===== src/rtl/bram_frame_pkg.sv =====
// ============================================================================
// Module : bram_frame_pkg
// Brief  : Shared FSM state type and frame-size helper for bram_frame_reader.
// Rev    : 1.0  initial release
// ============================================================================
`default_nettype none

package bram_frame_pkg;

  typedef enum logic {S_IDLE, S_RUN} rd_state_t;

  localparam int DEF_MAX_COL = 540;
  localparam int DEF_MAX_ROW = 360;

  function automatic int frame_pix(input int max_col, input int max_row);
    return max_col * max_row;
  endfunction

  localparam int LAST_PIX = frame_pix(DEF_MAX_COL, DEF_MAX_ROW) - 1;

endpackage

`default_nettype wire


===== src/rtl/lat_pipe.sv =====
// ============================================================================
// Module : lat_pipe
// Brief  : Valid-bit shift register of DEPTH stages with synchronous flush.
// Rev    : 1.0  initial release
// ============================================================================
`default_nettype none

module lat_pipe #(
  parameter int DEPTH = 2
) (
  input  logic clk,
  input  logic rst_n,
  input  logic flush_i,
  input  logic valid_i,
  output logic valid_o
);

  logic [DEPTH-1:0] pipe_q;

  generate
    if (DEPTH == 1) begin : g_single
      always_ff @(posedge clk or negedge rst_n) begin
        if (!rst_n)       pipe_q <= '0;
        else if (flush_i) pipe_q <= '0;
        else              pipe_q <= valid_i;
      end
    end else begin : g_shift
      always_ff @(posedge clk or negedge rst_n) begin
        if (!rst_n)       pipe_q <= '0;
        else if (flush_i) pipe_q <= '0;
        else              pipe_q <= {pipe_q[DEPTH-2:0], valid_i};
      end
    end
  endgenerate

  assign valid_o = pipe_q[DEPTH-1];

endmodule

`default_nettype wire


===== src/rtl/bram_frame_reader.sv =====
// ============================================================================
// Module : bram_frame_reader
// Brief  : Double-buffered BRAM port-B read controller for the VGA pixel path.
//          Optional 2x nearest-neighbour upscale via macro PIX_REPLICATE_EN.
// Rev    : 1.0  initial release
// ============================================================================
`default_nettype none

module bram_frame_reader
  import bram_frame_pkg::*;
#(
  parameter int DATA_W  = 8,
  parameter int MAX_COL = DEF_MAX_COL,
  parameter int MAX_ROW = DEF_MAX_ROW,
  parameter int ADDR_W  = 19,
  parameter int RD_LAT  = 2
) (
  input  logic              clk,
  input  logic              rst_n,
  input  logic              ctrl_en_i,
  input  logic              frame_start_i,
  input  logic              buf_sel_i,
  input  logic              bram_en_i,
  output logic              enb_o,
  output logic              web_o,
  output logic [ADDR_W-1:0] addrb_o,
  output logic [DATA_W-1:0] d2memb_o,
  input  logic [DATA_W-1:0] mem2db_i,
  output logic [DATA_W-1:0] RGB_o,
  output logic              RGB_en_o,
  output logic              frame_done_o,
  output logic              buf_cur_o
);

  localparam int              FRAME_PIX  = frame_pix(MAX_COL, MAX_ROW);
  localparam logic [ADDR_W-1:0] FRAME_ADDR = ADDR_W'(FRAME_PIX);
  localparam logic [ADDR_W-1:0] LAST_ADDR  = ADDR_W'(FRAME_PIX - 1);
  localparam logic [ADDR_W-1:0] ONE        = ADDR_W'(1);

  rd_state_t         state_q, state_d;
  logic              buf_cur_q, buf_cur_d;
  logic [ADDR_W-1:0] pix_q, pix_d;

  logic run, stop, restart, accept, at_last, rgb_valid;

  assign run     = (state_q == S_RUN);
  assign stop    = run && !ctrl_en_i;
  // Covers both the IDLE->RUN launch and a resync while already running.
  assign restart = ctrl_en_i && frame_start_i;
  assign accept  = run && ctrl_en_i && bram_en_i && !frame_start_i;

  always_comb begin
    state_d = state_q;
    case (state_q)
      S_IDLE:  if (ctrl_en_i && frame_start_i) state_d = S_RUN;
      S_RUN:   if (!ctrl_en_i)                 state_d = S_IDLE;
      default: state_d = S_IDLE;
    endcase
  end

  always_ff @(posedge clk or negedge rst_n) begin
    if (!rst_n) state_q <= S_IDLE;
    else        state_q <= state_d;
  end

`ifdef PIX_REPLICATE_EN
  localparam int            COL_W    = (MAX_COL > 1) ? $clog2(MAX_COL) : 1;
  localparam logic [COL_W-1:0] LAST_COL = COL_W'(MAX_COL - 1);

  logic              x_ph_q, x_ph_d, y_ph_q, y_ph_d;
  logic [COL_W-1:0]  col_q, col_d;
  logic [ADDR_W-1:0] line_q, line_d;

  assign at_last = x_ph_q && y_ph_q && (pix_q == LAST_ADDR);

  always_comb begin
    pix_d     = pix_q;
    buf_cur_d = buf_cur_q;
    x_ph_d    = x_ph_q;
    y_ph_d    = y_ph_q;
    col_d     = col_q;
    line_d    = line_q;
    if (stop || restart) begin
      pix_d  = '0;
      x_ph_d = 1'b0;
      y_ph_d = 1'b0;
      col_d  = '0;
      line_d = '0;
      if (!stop) buf_cur_d = buf_sel_i;
    end else if (accept) begin
      x_ph_d = !x_ph_q;
      if (x_ph_q) begin
        if (col_q != LAST_COL) begin
          col_d = col_q + COL_W'(1);
          pix_d = pix_q + ONE;
        end else begin
          col_d  = '0;
          y_ph_d = !y_ph_q;
          if (!y_ph_q) begin
            pix_d = line_q;
          end else if (at_last) begin
            pix_d     = '0;
            line_d    = '0;
            buf_cur_d = buf_sel_i;
          end else begin
            pix_d  = pix_q + ONE;
            line_d = pix_q + ONE;
          end
        end
      end
    end
  end

  always_ff @(posedge clk or negedge rst_n) begin
    if (!rst_n) begin
      x_ph_q <= 1'b0;
      y_ph_q <= 1'b0;
      col_q  <= '0;
      line_q <= '0;
    end else begin
      x_ph_q <= x_ph_d;
      y_ph_q <= y_ph_d;
      col_q  <= col_d;
      line_q <= line_d;
    end
  end
`else
  assign at_last = (pix_q == LAST_ADDR);

  always_comb begin
    pix_d     = pix_q;
    buf_cur_d = buf_cur_q;
    if (stop) begin
      pix_d = '0;
    end else if (restart) begin
      pix_d     = '0;
      buf_cur_d = buf_sel_i;
    end else if (accept) begin
      if (at_last) begin
        pix_d     = '0;
        buf_cur_d = buf_sel_i;
      end else begin
        pix_d = pix_q + ONE;
      end
    end
  end
`endif

  always_ff @(posedge clk or negedge rst_n) begin
    if (!rst_n) begin
      pix_q     <= '0;
      buf_cur_q <= 1'b0;
    end else begin
      pix_q     <= pix_d;
      buf_cur_q <= buf_cur_d;
    end
  end

  lat_pipe #(.DEPTH(RD_LAT)) u_lat_pipe (
    .clk     (clk),
    .rst_n   (rst_n),
    .flush_i (stop),
    .valid_i (accept),
    .valid_o (rgb_valid)
  );

  assign enb_o        = accept;
  assign web_o        = 1'b0;
  assign d2memb_o     = '0;
  assign addrb_o      = (buf_cur_q ? FRAME_ADDR : '0) + pix_q;
  assign frame_done_o = accept && at_last;
  assign buf_cur_o    = buf_cur_q;
  assign RGB_en_o     = rgb_valid;
  assign RGB_o        = rgb_valid ? mem2db_i : '0;

endmodule

`default_nettype wire


===== config.mk =====
export PLATFORM = sky130hd
export DESIGN_NAME = bram_frame_reader
export DESIGN_NICKNAME = d
export VERILOG_FILES = /design/src/rtl/bram_frame_pkg.sv /design/src/rtl/lat_pipe.sv /design/src/rtl/bram_frame_reader.sv
export SDC_FILE = /design/constraint.sdc
export NUM_CORES = 1
export LEC_CHECK = 0
export ABC_AREA = 1
export BUFFER_PORTS_ARGS = -buffer_cell sky130_fd_sc_hd__buf_2
export CORE_MARGIN = 8
export CORE_UTILIZATION = 45
export DETAILED_ROUTE_END_ITERATION = 10
export PLACE_DENSITY = 0.78
export SLEW_MARGIN = 10
export SYNTH_ARGS = -nofsm -noshare
export SYNTH_HDL_FRONTEND = slang
export SYNTH_SLANG_ARGS = --single-unit

===== constraint.sdc =====
create_clock -name clk -period 3.9 [get_ports clk]
set_input_delay 0.195 -clock clk [delete_from_list [all_inputs] [get_ports clk]]
set_output_delay 0.195 -clock clk [all_outputs]
set_load 0.01 [all_outputs]

Word-level counts from Yosys, hierarchy flattened
Cells that the tools add are included.
Word-level totals
  register bits: 23
Cells by class
  equality and inequality tests: 1
  reductions and logical operators: 12
  bitwise operators: 2
  mux-type cells: 13
  $add $sub $neg: 2
Operators with widths (count)
  2-to-1 mux 19 bit: 4
  adder 18 x 19 -> 19 bit: 1
  adder 19 x 1 -> 19 bit, second input constant: 1
  equality test 19 x 18 -> 1 bit, second input constant: 1
  2-to-1 mux 18 bit: 1
  2-to-1 mux 8 bit: 1
  logical AND 1 bit: 6
  2-to-1 mux 1 bit: 5
  nonzero test 2 bit: 2
  AND reduction 3 bit: 1
  nonzero test 3 bit: 1
  zero test 1 bit: 2
  2-to-1 mux 2 bit: 1
  inverter 1 bit: 2
  one-hot mux 1 bit (2 select lines): 1

Logic depth before layout (Yosys ltp)
Gate-level depths: netlist of the first run.
  depth in word-level cells: 6
  depth in mapped cells: 10
  depth with buffers taken out: 10

By module
Synthesis of the first run repeated with hierarchy kept, for this count alone.
Second synthesis, totals
  cell total of the unflattened synthesis: 336
  area total of the unflattened synthesis: 2222.1 µm²
Modules (own cells, without submodules)
  bram_frame_reader: seq. area each 525.5 µm², cells each 330, area each 2157.1 µm², instances 1
  lat_pipe: seq. area each 50.0 µm², cells each 6, area each 65.1 µm², instances 1

Least setup slack after synthesis of the first run
OpenSTA, ideal clock, no wires.
  path type: register to output
  start: register buf_cur_q (netlist: buf_cur_o)
  end: output port addrb_o[13]
  data required time: 3705 ps
  setup slack: 1709 ps
  arrival time: 1996 ps
  path buffers: 0
  cell stages (with the launch flop): 11
  cell sequence: dfrtp_1 -> ha_1 -> inv_1 -> fa_1 -> o21ai_0 -> nand3_1 -> nand2_1 -> nand3_1 -> nand2_1 -> nand2_1 -> nand2_1
Between the ends
  word-level cells in the longest chain between the ends: 2
RTL lines
  start, declared: line bram_frame_reader.sv:41  | logic buf_cur_q, buf_cur_d;
  start signal, assigned: line bram_frame_reader.sv:155  | buf_cur_q <= buf_cur_d;
  2-to-1 mux 18 bit: line bram_frame_reader.sv:170  | assign addrb_o = (buf_cur_q ? FRAME_ADDR : '0) + pix_q;
  adder 18 x 19 -> 19 bit: line bram_frame_reader.sv:170
  end, declared: line bram_frame_reader.sv:26  | output logic [ADDR_W-1:0] addrb_o,
No other way between the ends.

Worst setup path after layout of the first run
Ends and elaborated chain as after synthesis.

==> run metrics, run 1 <==
Root Driver=clkbuf_8; ys flop type=dfrtp_1; Die Span Y=between 80 and 90 µm; DR iter-0 viols=around 120; share of cells above drive strength 1=between 10% and 20%; Syn Inst Count=327; register bit total from synthesis=23; post_cts resized=0; cts hold-fix bufs=1; fin. max-slew vios=0; Post-synth EDFFs=0; design area=0.002447 mm²; Hold Startpoint=frame_start_i; Reg clk slew, reported paths=~0.08 ns; gr usage total=between 10% and 20%; minimum clock period=between 2 and 3 ns; sequential power share=~45%; placement-stage worst setup slack=around 1.4 ns; Vias/cell=4.803; setup violators final=0; P_int=~0.00038 W; Hold Path Class=input port to flip-flop; global-route wire length before repair=~9.3 mm; hold-critical path endpoint=u_lat_pipe.pipe_q[0]; period utilization=around 74%; clock power share=25.4%; Synth area leaders=dfrtp_1 (26%), nand2_1 (15%), nor2_1 (7.4%), xor2_1 (7.2%), inv_1 (6.5%); Peak Freq=around 350 MHz; Routed Antenna Nets=0; worst-path fanout max=12; final hold violations=0; CTS Buf Count=3; most frequent cell after synthesis=nand2_1; status=complete, no violations; RD Place Congestion=0.8641; CTS H-tree depth=1; Ys Warns=0; syn_area_per_cell=between 6 and 7 µm²; WL/cell=roughly 12 µm; Synth top area share=26.29%; Post-CTS Setup Inserts=0; Area after DPL=0.002392 mm²; Die ar.=~0.0074 mm²; IO buf count=between 40 and 50; Mapped Area=roughly 0.0022 mm²; Layout area overhead=11.77%; MaxCap Viol Count=0; nets@finish=392; Critical Path Sink Type=output port; Logic pwr share=a little under 30%; CORE AREA=around 0.0047 mm²; power density over cell area=~240 mW/mm²; number of remaining DRC errors=0; async set-reset flop share out of synthesis=100.0%; setup ws final=1.028 ns; r2r setup slk=~2.2 ns; TritonCTS clock tree=built; cell taking the most area after synthesis=dfrtp_1; worst slew pin tran=0.5112 ns; TNS Setup=0 ns; CTS sink count=23; clock skew=~0.0072 ns; CP Launch Type=flip-flop; Initial Util=46.36%; Net Sw Power=0.0002104 W; Crit Path Class=flip-flop to output port; dpl hpwl=4.315 mm; Crit Reg-Reg Startpoint=pix_q[0]; I/O Pins=between 50 and 60; row count=25; sequential area share after synthesis=between 20% and 30%; Max IR drop VDD=roughly 0.00013 V; ANT cells=0; die width=85.76 µm; Worst Hold Depth=2; Sw Ratio=a little over a third; Distinct cells, synth=36; final WL=around 5.3 mm; number of global-route vias before repair=around 2,000; P_leak=about 1.3 nW; clock latency on the worst-skew pair=roughly 0.27 ns; Max clock buf depth=2; worst path arrival time=~2.7 ns; CP required=roughly 3.7 ns; vias post-DR=approximately 2,100; RSZ-0062 raised after global routing=false; Post-synth top cells=nand2_1 (89), nor2_1 (43), inv_1 (38); number of antenna violations at the first check in global routing=0; global route total overflow=0; maximum number of pins on one net before global-route repair=24; drt first pass iters=4; Worst R2R Path Depth=10; Max transition margin=65.92%; reg2reg end=pix_q[11]
==> critical path, cell delays in order (launching register included) <==
cell and delay [ns]:
dfrtp_1 0.61, ha_1 0.25, inv_1 0.06, fa_1 0.41, o21ai_0 0.43, nand3_1 0.12, nand2_1 0.12, nand3_1 0.10
nand2_1 0.08, nand2_1 0.05, nand2_1 0.05, buf_2 0.12
==> how the worst max path moves through the flow <==
stage,end,cells after the start,from
2_1_floorplan,addrb_o[13],10,buf_cur_o
6_report,addrb_o[13],11,buf_cur_o
3_3_place_gp,addrb_o[13],11,buf_cur_o
4_1_cts,addrb_o[13],11,buf_cur_o
5_1_grt,addrb_o[13],11,buf_cur_o
3_5_place_dp,addrb_o[13],11,buf_cur_o
==> routing by layer <==
metal | track usage (%) | routed length (µm) | up-vias
met3 | 2.674 | 269 | 5
met1 | 18.62 | 2376 | 940
met2 | 26.16 | 2561 | 42
met5 | 0 | 0 | -
met4 | 4.618 | 61 | 0
li1 | - | - | 1088
==> power by group through the flow <==
stage	Combinational [W]	Sequential, W	Clock, W
finish	0.000176	0.000267	0.000151
global route	0.000199	0.000271	0.000167
CTS	0.000179	0.000267	0.000157
detailed placement	0.000177	0.000272	0
global placement	0.000176	0.000271	0
floorplan	0.000127	0.000268	0
==> layout by cell type, fill, tap and decap left out, drive strengths merged <==
master	count
a21boi	1
a21o	1
a21oi	5
a22oi	1
a31oi	1
buf	44
clkbuf	4
clkinv	1
conb	9
dfrtp	23
dlygate4sd3	1
fa	1
ha	11
inv	41
nand2	95
nand3	26
nand3b	1
nand4	8
nor2	46
nor3	5
nor4	2
o21ai	15
o21bai	2
o31ai	1
xnor2	2
xor2	18
==> metrics by stage <==
step	total power, W	hold WS, ns	instances	util, %
global placement	0.0004468	0.1958	427	50.65
global route	0.0006370	0.1632	432	51.81
CTS	0.0006039	0.1471	432	51.81
detailed placement	0.0004494	0.2010	427	50.65
floorplan	0.0003942	-0.1006	335	-
finish	0.0005943	0.1584	432	51.81
==> kinds of logic (layout without fill, tap and decap cells) <==
family | Yosys count | after routing | synth area share, %
DFF | 23 | 23 | 26.29
adders and majority gates | 12 | 12 | 7.200
and+or+nand+nor | 183 | 183 | 37.66
buffers and inverters | 61 | 91 | 13.43
AOI/OAI and AO/OA | 27 | 27 | 7.257
other | 1 | 9 | 0.1713
xor gates and xnor gates | 20 | 20 | 8.000
==> cell type report <==
class	instances	area, µm²
fillers	482	2276
multi-input cells	251	1350
flip-flops and latches	23	575.6
repair buffers	45	230.2
inverters	42	162.7
well taps	67	83.83
clock buffers	4	45.04
==> sequential cells by signal (all words and copies together) (netlist names) <==
| name | cells |
|---|---|
| pix_q | 19 |
| u_lat_pipe.pipe_q | 2 |
| buf_cur_o | 1 |
| run | 1 |
Note: power is estimated with default switching activity, not from simulation.
==> run 2, diff against run 1 <==
clock period = 2.7 ns   (was 3.9 ns; I/O delays follow)
==> run metrics, run 2 (same netlist as run 1, synthesis figures left out) <==
status=complete, no violations; ANT cells=0 (unchanged); register with the most flip-flops=pix_q; RSZ-0062 raised after global routing=false; clock latency on the worst-skew pair=0.27 ns (about the same); hold-critical path endpoint=u_lat_pipe.pipe_q[0]; CP required=2.57 ns (-1.13 ns); period utilization=91.76%; CTS Buf Count=3 (unchanged); Cell Count, Final, Fillers Out=433 (+0.23%); CORE AREA=0.004723 mm² (unchanged); final WL=5.125 mm (-2.7%); Crit Path Class=flip-flop to output port; worst slew pin tran=0.5272 ns (+0.01599 ns); CP Launch Type=flip-flop; TNS Setup=0 ns (unchanged); minimum clock period=2.477 ns; CTS H-tree depth=1 (unchanged); Max IR drop VDD=0.0002428 V (+82%); RD Place Congestion=0.8608 (-0.38%); CTS sink count=23 (unchanged); met3 wire length=226 µm (-16%); share of cells above drive strength 1=18.31% (+0.50 points); IO buf count=44 (unchanged); Largest regs=pix_q: 19 flops, u_lat_pipe.pipe_q: 2 flops; Worst Hold Depth=2 (unchanged); row count=25 (unchanged); Max clock buf depth=2 (unchanged); die width=85.76 µm (unchanged); Max transition margin=64.85% (-1.1 points); clock skew=0.006951 ns (-0.0002240 ns); gr usage total=13.94% (-1.2 points); DR iter-0 viols=108 (-7.7%); most frequent cells in the layout=nand2_1 (89), buf_2 (44), nor2_1 (43); power density over cell area=351.2 mW/mm² (+45%); worst-path fanout max=8 (-4); met2 WL=2.480 mm (-3.2%); Reg clk slew, reported paths=0.09 ns (about the same); fin. max-slew vios=0 (unchanged); Routed Antenna Nets=0 (unchanged); Max Used Layer=met4; reg2reg end=pix_q[18]; Hold Startpoint=frame_start_i; WL/cell=11.84 µm (-2.9%); Peak Freq=403.6 MHz; nets@finish=393 (+0.26%); Initial Util=46.36% (unchanged); Critical Path Sink Type=output port; r2r setup slk=0.93 ns (-1.25 ns); Die ar.=0.007354 mm² (unchanged); global route total overflow=0 (unchanged); Root Driver=clkbuf_8; Die Span Y=85.76 µm (unchanged); setup violators final=0 (unchanged); number of global-route vias before repair=1,898 (-6.1%); maximum number of pins on one net before global-route repair=24 (unchanged); most common library cell in the layout ignoring fill and taps=nand2_1; Vias/cell=4.811 (+0.15%); vias post-DR=2,083 (+0.39%); Layout area overhead=12.17%; number of remaining DRC errors=0 (unchanged); dpl hpwl=4.166 mm (-3.5%); number of antenna violations at the first check in global routing=0 (unchanged); Worst R2R Path Depth=9 (-1); max reg flops=19 (unchanged); P_leak=1.325 nW (+0.51%); drt first pass iters=4 (unchanged); placed cells=428 (+0.23%); Hold Path Class=input port to flip-flop; global-route wire length before repair=8.521 mm (-8.9%); Crit Reg-Reg Startpoint=pix_q[0]; TritonCTS clock tree=built; MaxCap Viol Count=0 (unchanged); met1 wire length=2.333 mm (-1.8%); I/O Pins=54 (unchanged); final hold violations=0 (unchanged); Post-CTS Setup Inserts=0 (unchanged); worst path arrival time=2.34 ns (-0.34 ns)
-- run 2: timing repair --
action	in CTS	in global routing
gates resized for setup	0	1
hold buffers	1	0
endpoints found under the setup margin	0	3
endpoints found under the hold margin	23	0
-- run 2: final cells by class --
class,count,area [µm²]
Tap cell,67,83.83
Clock buffer,3,41.29
Timing Repair Buffer,46,237.7
Sequential cell,23,575.6
Multi-Input combinational cell,251,1350
Clock inverter,1,5.005
Inverter,42,162.7
Fill cell,461,2267
-- run 2: worst max-delay path: stages, from the launching register on --
cell and delay [ns]:
dfrtp_1 0.47, ha_1 0.22, inv_1 0.06, fa_1 0.42, o21ai_1 0.28, nand3_1 0.11, nand2_1 0.11, nand3_1 0.10
nand2_1 0.09, nand2_1 0.04, nand2_1 0.04, buf_2 0.12
-- run 2: stage by stage --
step	setup slack (ns)	hold WS [ns]	area (µm²)	total power (W)	utilization [%]
after floorplan	0.5694	-0.1606	2220	0.0005695	-
after detailed placement	0.4151	0.1463	2400	0.0006517	50.81
final	0.2226	0.07842	2456	0.0008625	52.00
after global placement	0.5134	0.1385	2400	0.0006478	50.81
after global routing	0.007863	0.09332	2456	0.0009131	52.00
after CTS	0.1133	0.07965	2456	0.0008720	52.00
-- run 2: per-layer routing --
metal	track usage, %	up-vias
met5	0	-
li1	-	1095
met4	4.459	0
met2	24.54	46
met3	2.388	7
met1	16.70	935
-- run 2: worst max path at each step --
stage          slack, ns  startpoint           to
2_1_floorplan       0.57   buf_cur_o  addrb_o[13]
3_3_place_gp        0.51    pix_q[5]  addrb_o[13]
3_5_place_dp        0.42    pix_q[5]  addrb_o[13]
4_1_cts             0.11    pix_q[5]  addrb_o[13]
5_1_grt            0.008    pix_q[5]  addrb_o[13]
6_report            0.22    pix_q[5]  addrb_o[13]
-- run 2: report_power, final --
group	internal (W)	leakage (nW)	switching, W
Sequential	0.000357	0.314	0.0000202
Clock	0.000103	0.0255	0.000117
Combinational	0.0000963	0.986	0.000169
Total	0.000556	1.33	0.000306
